<file path="src/rtl/xc_aessub_seq.sv">
// AES SubBytes sequencer: walks the four state columns through one SubBytes unit
// over a valid/ready port, optionally fusing (Inv)ShiftRows into the final result.
module xc_aessub_seq #(
    parameter bit SHIFT_ROWS = 1'b1
) (
    input  logic         clock,
    input  logic         reset,
    input  logic         flush,
    input  logic         start,
    input  logic         enc,
    input  logic [127:0] state_in,
    output logic         busy,
    output logic         done,
    output logic [127:0] state_out,
    output logic         sub_valid,
    output logic [31:0]  sub_rs1,
    output logic [31:0]  sub_rs2,
    output logic         sub_enc,
    output logic         sub_rot,
    output logic         sub_flush,
    input  logic         sub_ready,
    input  logic [31:0]  sub_result
);

    typedef enum logic [1:0] {
        S_IDLE  = 2'd0,
        S_ISSUE = 2'd1,
        S_CLEAR = 2'd2,
        S_DONE  = 2'd3
    } state_t;

    state_t       state_q, state_d;
    logic [1:0]   col_q, col_d;
    logic         enc_q, enc_d;
    logic [127:0] in_q, in_d;
    logic [127:0] work_q, work_d;
    logic [127:0] out_q, out_d;

    // Byte (r,c) sits at index 4c+r; forward rotates row r left by r, inverse right by r.
    function automatic logic [127:0] shift_rows(input logic [127:0] w, input logic fwd);
        logic [127:0] res;
        logic [1:0]   src;
        res = '0;
        for (int unsigned c = 0; c < 4; c++) begin
            for (int unsigned r = 0; r < 4; r++) begin
                src = fwd ? 2'(c + r) : 2'(c + 4 - r);
                res[8*(4*c+r) +: 8] = w[8*(4*src+r) +: 8];
            end
        end
        return res;
    endfunction

    always_comb begin
        state_d   = state_q;
        col_d     = col_q;
        enc_d     = enc_q;
        in_d      = in_q;
        work_d    = work_q;
        out_d     = out_q;
        done      = 1'b0;
        sub_valid = 1'b0;
        sub_flush = 1'b0;

        if (flush && state_q != S_IDLE) begin
            state_d   = S_IDLE;
            sub_flush = 1'b1;
        end else begin
            unique case (state_q)
                S_IDLE: begin
                    if (start && !flush) begin
                        in_d    = state_in;
                        enc_d   = enc;
                        col_d   = '0;
                        state_d = S_ISSUE;
                    end
                end
                S_ISSUE: begin
                    sub_valid = 1'b1;
                    if (sub_ready) begin
                        work_d[{col_q, 5'd0} +: 32] = sub_result;
                        state_d = S_CLEAR;
                    end
                end
                S_CLEAR: begin
                    sub_flush = 1'b1;
                    if (col_q == 2'd3) begin
                        state_d = S_DONE;
                    end else begin
                        col_d   = col_q + 2'd1;
                        state_d = S_ISSUE;
                    end
                end
                S_DONE: begin
                    done    = 1'b1;
                    out_d   = SHIFT_ROWS ? shift_rows(work_q, enc_q) : work_q;
                    state_d = S_IDLE;
                end
                default: state_d = S_IDLE;
            endcase
        end
    end

    always_ff @(posedge clock) begin
        if (reset) begin
            state_q <= S_IDLE;
            col_q   <= '0;
            enc_q   <= 1'b0;
            in_q    <= '0;
            work_q  <= '0;
            out_q   <= '0;
        end else begin
            state_q <= state_d;
            col_q   <= col_d;
            enc_q   <= enc_d;
            in_q    <= in_d;
            work_q  <= work_d;
            out_q   <= out_d;
        end
    end

    // Both operands carry the same column so the unit substitutes all four bytes.
    assign sub_rs1   = in_q[{col_q, 5'd0} +: 32];
    assign sub_rs2   = in_q[{col_q, 5'd0} +: 32];
    assign sub_enc   = enc_q;
    assign sub_rot   = 1'b0;
    assign busy      = (state_q != S_IDLE);
    assign state_out = out_q;

endmodule

</file>
<file path="config.mk">
export PLATFORM = sky130hd
export DESIGN_NAME = xc_aessub_seq
export DESIGN_NICKNAME = d
export VERILOG_FILES = /design/src/rtl/xc_aessub_seq.sv
export SDC_FILE = /design/constraint.sdc
export NUM_CORES = 1
export LEC_CHECK = 0
export BUFFER_PORTS_ARGS = -buffer_cell sky130_fd_sc_hd__clkbuf_2
export CORE_UTILIZATION = 35
export CTS_CLUSTER_DIAMETER = 30
export DETAILED_ROUTE_END_ITERATION = 10
export PLACE_DENSITY = 0.53
export SLEW_MARGIN = 10
export SYNTH_ARGS = -nofsm -noshare
export SYNTH_HDL_FRONTEND = slang
export SYNTH_SLANG_ARGS = --single-unit
</file>
<file path="constraint.sdc">
create_clock -name clock -period 4.4 [get_ports clock]
set_input_delay 0.88 -clock clock [delete_from_list [all_inputs] [get_ports clock]]
set_output_delay 0.88 -clock clock [all_outputs]
set_load 0.03 [all_outputs]
</file>
==> results of run 1 <==
==> worst min-delay path by stage <==
stage,from,slack (ps),to,cells past startpoint
after floorplan,work_q[65]$_SDFFE_PP0P_,430,state_out[65]$_SDFFE_PP0P_,2
after global placement,in_q[73]$_SDFFE_PP0P_,440,in_q[73]$_SDFFE_PP0P_,2
after detailed placement,in_q[116]$_SDFFE_PP0P_,440,in_q[116]$_SDFFE_PP0P_,2
after CTS,state_in[127],430,in_q[127]$_SDFFE_PP0P_,3
after global routing,state_in[127],450,in_q[127]$_SDFFE_PP0P_,3
final,in_q[117]$_SDFFE_PP0P_,450,in_q[117]$_SDFFE_PP0P_,2
==> power groups by stage <==
| stage | clock [uW] | sequential [uW] | combinational [uW] |
|---|---|---|---|
| 2_1_floorplan | 0 | 3680 | 341 |
| 5_1_grt | 7810 | 3640 | 519 |
| 3_3_place_gp | 0 | 3700 | 476 |
| 3_5_place_dp | 0 | 3700 | 480 |
| 4_1_cts | 7620 | 3640 | 482 |
| 6_report | 7500 | 3640 | 479 |
==> placed cells by master, fill, tap and decap left out, drive strengths merged <==
cell type    n
mux4        32
and4bb       2
nand4      128
a2bb2oi      1
conb         1
o22a         1
clkinv      29
ha           5
buf         28
nor3b        1
bufinv      18
a21oi      193
nand3b       2
a211oi      65
nor2        66
clkinvlp     9
mux2i       66
diode        3
o21ai      128
nand2b     134
nor4b        3
or4b         1
nand2      389
nor2b       33
inv          5
and2         4
dfxtp      389
nor3         2
or3          1
clkbuf     481
or2          1
==> flip-flops by register name (all words and copies together) (netlist names) <==
register and count:
state_q 2, state_out 128, in_q 128, sub_enc 1, work_q 128, col_q 2
==> metrics by stage <==
step                hold slack (ps)  util [%]  power, uW  setup WS [ps]
finish                          448      47.2      11600            987
global placement                440      39.5       4170           1350
detailed placement              444      39.5       4180           1320
global route                    447      47.2      12000            834
floorplan                       432         -       4020           1770
CTS                             432      47.2      11700            889
==> worst reg2reg max path: stages, from the launching register on <==
cell	delay, ps
dfxtp_2	800
inv_1	190
ha_1	240
buf_4	270
nor4b_4	290
buf_4	390
nand4_1	190
o21ai_1	140
==> kinds of logic (layout without fill, tap and decap cells) <==
logic type                 after synthesis  in the layout  share of synthesized area (%)
AOI/OAI and AO/OA                      388            388                           13.0
DFF                                    389            389                           48.1
adders and majority gates                5              5                          0.386
other                                    1              4                         0.0232
muxes                                   98             98                           8.53
buffers and inverters                  212            570                           6.91
and+or+nand+nor                        767            767                           23.0
==> layer usage <==
layer	global-route usage, %	part of all wire [%]	routed length [um]
met1	27.3	43	21800
met4	8.80	2.9	1490
met5	0	0.13	66
met3	6.69	7.7	3950
met2	33.7	47	24000
==> cell type report <==
type | count | area, um2 | area share [%]
repair buffers | 389 | 2070 | 9.67
multi-input cells | 1259 | 7310 | 34.1
flip-flops and latches | 389 | 7790 | 36.3
diodes | 3 | 7.51 | 0.0350
clock inverters | 58 | 878 | 4.09
well taps | 600 | 751 | 3.50
clock buffers | 120 | 2620 | 12.2
inverters | 3 | 16.3 | 0.0758
==> reports/summary.md, run 1 <==
Synth
- 33 — Cell variety after synth
- 389 — #FFs+latches synth
- 48.1% — fraction of the yosys area taken by sequential cells
- 0 — count of flip-flops with a built-in enable after synthesis
- dfxtp_1, nand2_1, a21oi_1 — most instantiated cells after synthesis
- dfxtp_1 — cell accounting for the most synthesized area
- 0 — Ys Warns
- dfxtp_1, nand2_1, a21oi_1 — top cells by area in the synthesized netlist
- 16200 um2 — total standard cell area after synthesis
- dfxtp_1 — dominant synthesized flop cell
- 2031 — synthesized netlist net count
- 8.70 um2 — average size of a mapped cell
- 48.1% — Synth top area share
- 1860 — Synth Instances
- 0% — fraction of registers with async set/reset

Setup path
- 3 — stages on the worst setup path
- 800 ps — CP peak stage delay
- 7 — worst r2r path cells
- 2530 ps — arrival time at the worst endpoint
- register — critical path startpoint category
- col_q[0]$_SDFFE_PP0P_ — beginning of the worst register-to-register path
- output pin — endpoint class of the critical path
- 3520 ps — endpoint required time on the critical path
- 2 — total buffers and inverters traversed by the critical path
- col_q[0]$_SDFFE_PP0P_ — CP Launch Point
- 23 — maximum fanout count along the critical path
- dfxtp_2 — Worst path slowest cell
- sub_rs2[12] — termination of the worst setup path
- buf_12 -> mux4_2 -> clkbuf_2 — sequence of cells on the critical path
- work_q[78]$_SDFFE_PP0P_ — end of the worst register-to-register path
- flip-flops — family with the most delay on the worst path
- reg2out — crit path kind
- 1820 ps — setup slack on the worst flop-to-flop path

GRT
- 21.5% — overall track demand over capacity in global routing
- 78700 um — first-pass GRT wire length
- 8 — antenna violations before repair
- 0 — Congestion Overflow GR
- 13741 — vias in the first global route
- 193 — maximum number of pins on one net before global-route repair

Pwr
- 9040 uW — internal power consumption
- 0.000350 V — VDD IR-drop max
- 0.00813 uW — Leak
- 541 nW/um2 — power per standard cell area
- 4.1% — Comb power frac
- 22.2% — net switching share of the total power
- 2570 uW — switching power of the nets
- 64.6% — fraction of power consumed by the clock network
- 31.3% — fraction of power consumed by sequential logic

CTS
- 620 ps — insertion delay to the later sink of the worst-skew pair
- 40 ps — clock input transition at the sequential cells of the worst setup and hold paths
- clkbuf_16 — cell at the root of the clock tree
- 95 — number of buffers inserted during clock tree synthesis
- 3 — level count of the clock H-tree
- 0 — post-cts repair resize count
- 0 — count of buffers added by post-CTS timing repair for setup
- 389 — number of sinks driven by the clock tree
- 3 — clock buffer depth
- yes — clock tree from TritonCTS
- 0 — cts-stage hold buffer count

Final layout
- 32.5% — synthesis-to-layout area growth
- 4482 — number of fillers in the final layout
- 21500 um2 — area of all placed cells without fillers
- 2308 — number of nets in the final layout
- 27.0% — share of final-layout standard cells stronger than drive strength 1
- 2821 — Final Instance Count excl. Fillers

Timing
- 0 ps — sum of negative setup slack
- 3410 ps — crit path time final
- 77.6% — part of the cycle the worst path needs
- 0 — Finish-stage setup viols
- 293 MHz — maximum clock frequency
- 30.8% — worst max-slew margin expressed relative to the limit
- 0 — max-slew violation count
- false — RSZ-0062 raised after global routing
- 31.7 ps — worst clock skew on the final layout
- 1040 ps — Worst-Margin Slew
- 0 — endpoints failing hold

Die
- 217 um — overall die height
- 364 — count of boundary I/O pins
- 78 — number of placement rows
- 47100 um2 — Die ar.
- 35.6% — Initial Util
- 45500 um2 — Floorplan Core Area
- 217 um — horizontal die dimension

Status
- complete, no violations — outcome

Drt
- 0 — Antenna Violating Nets Remaining
- 51300 um — wire length after detailed routing
- 5.05 — average vias per placed instance
- 928 — Initial DRC Count
- 0 — DRC violations left
- 14245 — DR vias
- 18.2 um — average wire per standard cell
- 4 — number of optimization iterations in the first detailed-route pass

Place
- 362 — Port Buffers
- 33200 um — dpl hpwl
- 0.783 — RePlAce Congestion
- 17900 um2 — cell area reported after detailed placement
- 2640 — cell count after placement

Job
- 0 — reported max-cap violation count

Hold path
- reg2reg — classification of the worst-slack hold path

(Power assumes the default switching activity.)
==> run 2, diff against run 1 <==
--- a/config.mk
+++ b/config.mk
@@ -9,7 +9,7 @@
 export CORE_UTILIZATION = 35
 export CTS_CLUSTER_DIAMETER = 30
 export DETAILED_ROUTE_END_ITERATION = 10
-export PLACE_DENSITY = 0.53
+export PLACE_DENSITY = 0.55
 export SLEW_MARGIN = 10
 export SYNTH_ARGS = -nofsm -noshare
 export SYNTH_HDL_FRONTEND = slang
==> constraint.sdc (replaced) <==
create_clock -name clock -period 3 [get_ports clock]
set_input_delay 0.6 -clock clock [delete_from_list [all_inputs] [get_ports clock]]
set_output_delay 0.6 -clock clock [all_outputs]
set_load 0.03 [all_outputs]
==> run 2 against run 1 <==
Power is 42% higher. Utilization down 0.13 points. Die area unchanged. Register-to-register slack got worse by 1000 ps. Critical endpoint is now sub_rs1[3]. Critical path depth stayed put. Via count about the same. Sequential share of layout area rose by 0.11 points. Flip-flop and latch count stayed put. Clock power increased by 39%. Clock skew decreased by 8.3 ps. Setup slack worse by 720 ps.
==> reports/summary.md, run 2 (synthesis gave the netlist of run 1 again) <==
Status
- complete, no violations — outcome

GRT
- 0 — Congestion Overflow GR
- 1 — antenna violations before repair
- 21.5% — overall track demand over capacity in global routing
- 115 — maximum number of pins on one net before global-route repair
- 13808 — vias in the first global route
- 79300 um — first-pass GRT wire length

Final layout
- 2318 — number of nets in the final layout
- 32.2% — synthesis-to-layout area growth
- nand2_1 — commonest non-fill, non-tap cell in the layout
- nand2_1, dfxtp_1, clkbuf_2, a21oi_1, nand2b_1 — most used cells in the layout excluding fill and tap cells
- 4421 — number of fillers in the final layout
- 27.2% — share of final-layout standard cells stronger than drive strength 1

Drt
- 22600 um — Met1 Routed Length
- 3530 um — routed length on met3
- 7 — number of optimization iterations in the first detailed-route pass
- 0 — Antenna Violating Nets Remaining
- 5.05 — average vias per placed instance
- 886 — Initial DRC Count
- 51400 um — wire length after detailed routing
- 0 — DRC violations left
- 18.2 um — average wire per standard cell
- 24100 um — metal2 WL
- met5 — highest routing layer actually used
- 14240 — DR vias

Pwr
- 12800 uW — internal power consumption
- 32.4% — fraction of power consumed by sequential logic
- 769 nW/um2 — power per standard cell area
- 3610 uW — switching power of the nets
- 0.00810 uW — Leak
- 0.000417 V — VDD IR-drop max
- 63.2% — fraction of power consumed by the clock network
- 4.4% — Comb power frac
- 22.0% — net switching share of the total power

Hold path
- in2reg — classification of the worst-slack hold path
- 3 — number of cells traversed by the worst hold path

Die
- 45500 um2 — Floorplan Core Area
- 217 um — horizontal die dimension
- 364 — count of boundary I/O pins
- 78 — number of placement rows
- 35.6% — Initial Util
- 47100 um2 — Die ar.
- 217 um — overall die height

Timing
- 91.0% — part of the cycle the worst path needs
- 47.4% — worst max-slew margin expressed relative to the limit
- 0 ps — sum of negative setup slack
- 23.5 ps — worst clock skew on the final layout
- 0 — endpoints failing hold
- 0 — max-slew violation count
- 215 ps — hold slack
- 0 — Finish-stage setup viols
- 787 ps — Worst-Margin Slew
- 366 MHz — maximum clock frequency
- 2730 ps — crit path time final
- false — RSZ-0062 raised after global routing

CTS
- 50 ps — clock input transition at the sequential cells of the worst setup and hold paths
- yes — clock tree from TritonCTS
- 389 — number of sinks driven by the clock tree
- clkbuf_16 — cell at the root of the clock tree
- 3 — level count of the clock H-tree
- 610 ps — insertion delay to the later sink of the worst-skew pair
- 3 — clock buffer depth
- 91 — number of buffers inserted during clock tree synthesis

Place
- 362 — Port Buffers
- 34200 um — dpl hpwl
- 0.784 — RePlAce Congestion

Setup path
- 2130 ps — arrival time at the worst endpoint
- buf_4 — Worst path slowest cell
- 5 — worst r2r path cells
- output pin — endpoint class of the critical path
- 470 ps — CP peak stage delay
- 33 — maximum fanout count along the critical path
- register — critical path startpoint category
- 2400 ps — endpoint required time on the critical path
- reg2out — crit path kind
- buf_4 -> mux4_2 -> clkbuf_2 — sequence of cells on the critical path

Job
- 0 — reported max-cap violation count

## run 2: changes by cell type in the layout (fill, tap and decap cells not counted), sizes merged
cell / delta
buf: +14
bufinv: -3
clkbuf: -3
clkinv: -9
clkinvlp: +1
diode: -2
inv: +2
## run 2: power by group through the flow
stage | clock network [uW] | logic (uW) | registers, uW
final | 10400 | 725 | 5330
after global routing | 10900 | 783 | 5340
after CTS | 10600 | 728 | 5330
after detailed placement | 0 | 723 | 5430
after global placement | 0 | 718 | 5420
after floorplan | 0 | 501 | 5400
## run 2: worst paths after layout
check,from,end,slack (ps)
setup reg to reg,state_q[0]$_SDFFE_PP0P_,work_q[21]$_SDFFE_PP0P_,810
hold reg to reg,work_q[96]$_SDFFE_PP0P_,state_out[96]$_SDFFE_PP0P_,440
setup / recovery,col_q[1]$_SDFFE_PP0P_,sub_rs1[3],270
hold / removal,state_in[70],in_q[70]$_SDFFE_PP0P_,220
## run 2: final cells by class
cell class	count	area [um2]	share of cell area, %
inverters	3	16.3	0.0760
repair buffers	403	2240	10.5
diodes	1	2.50	0.0117
multi-input cells	1259	7310	34.2
clock buffers	117	2570	12.0
well taps	600	751	3.51
flip-flops and latches	389	7800	36.4
clock inverters	49	709	3.32
## run 2: what timing repair did
action                     CTS  global route
hold buffers                 0             0
resized for setup            0             0
setup buffers                1             1
setup endpoints to repair   26            22
## run 2: stage by stage
| stage | area [um2] | cells | utilization, % | power [uW] | setup slack, ps |
|---|---|---|---|---|---|
| after floorplan | 16200 | 1860 | - | 5900 | 651 |
| after global placement | 18100 | 2652 | 39.7 | 6140 | 472 |
| after detailed placement | 18100 | 2652 | 39.7 | 6150 | 414 |
| after CTS | 21400 | 2819 | 47.0 | 16600 | 22.4 |
| after global routing | 21400 | 2820 | 47.0 | 17000 | 180 |
| final | 21400 | 2821 | 47.0 | 16500 | 270 |
## run 2: critical path: cells and delay by family (launching register included)
kind / cells / cell delay (ps)
multiplexers: 1 / 450
buffers and inverters: 2 / 690
flip-flops: 1 / 350
## run 2: per-layer routing
metal  global-route usage [%]  vias to the layer above
li1                         -                     6976
met1                     28.0                     6727
met2                     34.4                      454
met3                     5.39                       81
met4                     7.84                        2
met5                        0                        -
==> run 3, diff against run 2 <==
--- a/config.mk
+++ b/config.mk
@@ -10,6 +10,7 @@
 export CTS_CLUSTER_DIAMETER = 30
 export DETAILED_ROUTE_END_ITERATION = 10
 export PLACE_DENSITY = 0.55
+export RECOVER_POWER = 100
 export SLEW_MARGIN = 10
 export SYNTH_ARGS = -nofsm -noshare
 export SYNTH_HDL_FRONTEND = slang
==> run 3 against run 2 <==
The flow now finishes with violations (capacitance limit, slew limit). Sequential power barely moved. Critical path depth did not move. Flip-flop and latch count did not move. First-iteration DRC count fell by 3.8%. Critical path type unchanged. Critical endpoint is now sub_rs2[26]. Largest cell class unchanged.
==> reports/summary.md, run 3 (synthesis gave the netlist of run 1 again) <==
Setup path
- col_q[0]$_SDFFE_PP0P_ — beginning of the worst register-to-register path
- 33 — maximum fanout count along the critical path
- 2 — total buffers and inverters traversed by the critical path
- 530 ps — CP peak stage delay
- buffers and inverters — family with the most delay on the worst path
- 2220 ps — arrival time at the worst endpoint
- clkbuf_4 — Worst path slowest cell
- register — critical path startpoint category
- reg2out — crit path kind
- output pin — endpoint class of the critical path
- 2400 ps — endpoint required time on the critical path
- col_q[1]$_SDFFE_PP0P_ — CP Launch Point
- clkbuf_4 -> mux4_2 -> clkbuf_1 — sequence of cells on the critical path

Die
- 364 — count of boundary I/O pins
- 47100 um2 — Die ar.
- 217 um — overall die height
- 45500 um2 — Floorplan Core Area
- 35.6% — Initial Util
- 78 — number of placement rows
- 217 um — horizontal die dimension

Pwr
- 0.000417 V — VDD IR-drop max
- 3610 uW — switching power of the nets
- 4.4% — Comb power frac
- 0.00749 uW — Leak
- 22.0% — net switching share of the total power
- 12800 uW — internal power consumption
- 779 nW/um2 — power per standard cell area
- 32.4% — fraction of power consumed by sequential logic
- 63.2% — fraction of power consumed by the clock network

CTS
- 610 ps — insertion delay to the later sink of the worst-skew pair
- clkbuf_16 — cell at the root of the clock tree
- 389 — number of sinks driven by the clock tree
- 50 ps — clock input transition at the sequential cells of the worst setup and hold paths
- 0 — cts-stage hold buffer count
- 91 — number of buffers inserted during clock tree synthesis
- yes — clock tree from TritonCTS
- 0 — post-cts repair resize count
- 3 — clock buffer depth
- 3 — level count of the clock H-tree

Drt
- 18.3 um — average wire per standard cell
- 0 — Antenna Violating Nets Remaining
- 7 — number of optimization iterations in the first detailed-route pass
- 852 — Initial DRC Count
- 14237 — DR vias
- 0 — DRC violations left
- 5.05 — average vias per placed instance
- 51600 um — wire length after detailed routing

Place
- 2652 — cell count after placement
- 0.784 — RePlAce Congestion
- 18100 um2 — cell area reported after detailed placement
- 362 — Port Buffers
- 34200 um — dpl hpwl

Timing
- 2820 ps — crit path time final
- 355 MHz — maximum clock frequency
- 0 — endpoints failing hold
- 0 — Finish-stage setup viols
- -5.45% — worst max-slew margin expressed relative to the limit
- 38 — max-slew violation count
- 20.8 ps — worst clock skew on the final layout
- 1580 ps — Worst-Margin Slew
- false — RSZ-0062 raised after global routing
- 0 ps — sum of negative setup slack
- 93.9% — part of the cycle the worst path needs

Final layout
- 20.2% — share of final-layout standard cells stronger than drive strength 1
- nand2_1 — commonest non-fill, non-tap cell in the layout
- 2318 — number of nets in the final layout
- 2821 — Final Instance Count excl. Fillers
- nand2_1, dfxtp_1, clkbuf_2, a21oi_1, clkbuf_1 — most used cells in the layout excluding fill and tap cells
- 21100 um2 — area of all placed cells without fillers
- 4505 — number of fillers in the final layout
- 7310 um2 — area of the multi-input gates
- 7790 um2 — area taken by flip-flops and latches
- 30.5% — synthesis-to-layout area growth

GRT
- 21.5% — overall track demand over capacity in global routing
- 79300 um — first-pass GRT wire length
- 0 — Congestion Overflow GR
- 1 — antenna violations before repair
- 13808 — vias in the first global route
- 115 — maximum number of pins on one net before global-route repair

Job
- 1 — reported max-cap violation count

Hold path
- in2reg — classification of the worst-slack hold path
- state_in[68] — hold path start

Status
- capacitance limit, slew limit — violated checks
- finished, violations left — outcome

## run 3: changes by cell type in the layout (fill, tap and decap cells not counted), sizes merged
cell	delta
buf	-12
clkbuf	+12
## run 3: stage by stage
stage          hold slack (ps)  total power (uW)  setup WS (ps)  util (%)
2_1_floorplan              432              5900            651         -
3_3_place_gp               439              6140            472      39.7
3_5_place_dp               443              6150            414      39.7
4_1_cts                    179             16600           22.4      47.0
5_1_grt                    202             17000            111      46.4
6_report                   217             16400            183      46.4
## run 3: timing repair
item                                    4_1_cts  5_1_grt
endpoints found under the setup margin       26       22
endpoints found under the hold margin         0        0
setup buffers                                 1        1
## run 3: power groups by stage
stage          Sequential (uW)  Combinational (uW)  Clock, uW
3_3_place_gp              5420                 718          0
3_5_place_dp              5430                 723          0
5_1_grt                   5340                 775      10900
4_1_cts                   5330                 728      10600
6_report                  5330                 717      10400
2_1_floorplan             5400                 501          0
## run 3: final timing paths
kind | end | slack (ps) | cells past startpoint
hold / removal | in_q[68]$_SDFFE_PP0P_ | 220 | 3
setup reg to reg | work_q[77]$_SDFFE_PP0P_ | 360 | 7
setup / recovery | sub_rs2[26] | 180 | 3
hold reg to reg | state_out[96]$_SDFFE_PP0P_ | 440 | 2
## run 3: worst min-delay path, delay by kind of cell
family / cells / cell delay [ps]
AND/OR/NAND/NOR: 1 / 50
buffers and inverters: 1 / 80
AO/OA/AOI/OAI: 1 / 50
## run 3: final cells by class
class	instances	share of cell area, %
flip-flops and latches	389	36.9
multi-input cells	1259	34.6
clock buffers	117	12.2
repair buffers	403	9.33
well taps	600	3.55
clock inverters	49	3.36
inverters	3	0.0770
diodes	1	0.0118
## run 3: per-layer routing
| metal | vias up | track usage (%) | wire (um) |
|---|---|---|---|
| met4 | 2 | 7.84 | 1070 |
| li1 | 6983 | - | - |
| met1 | 6737 | 28.0 | 22900 |
| met3 | 81 | 5.39 | 3400 |
| met2 | 434 | 34.4 | 24200 |
| met5 | - | 0 | 13 |
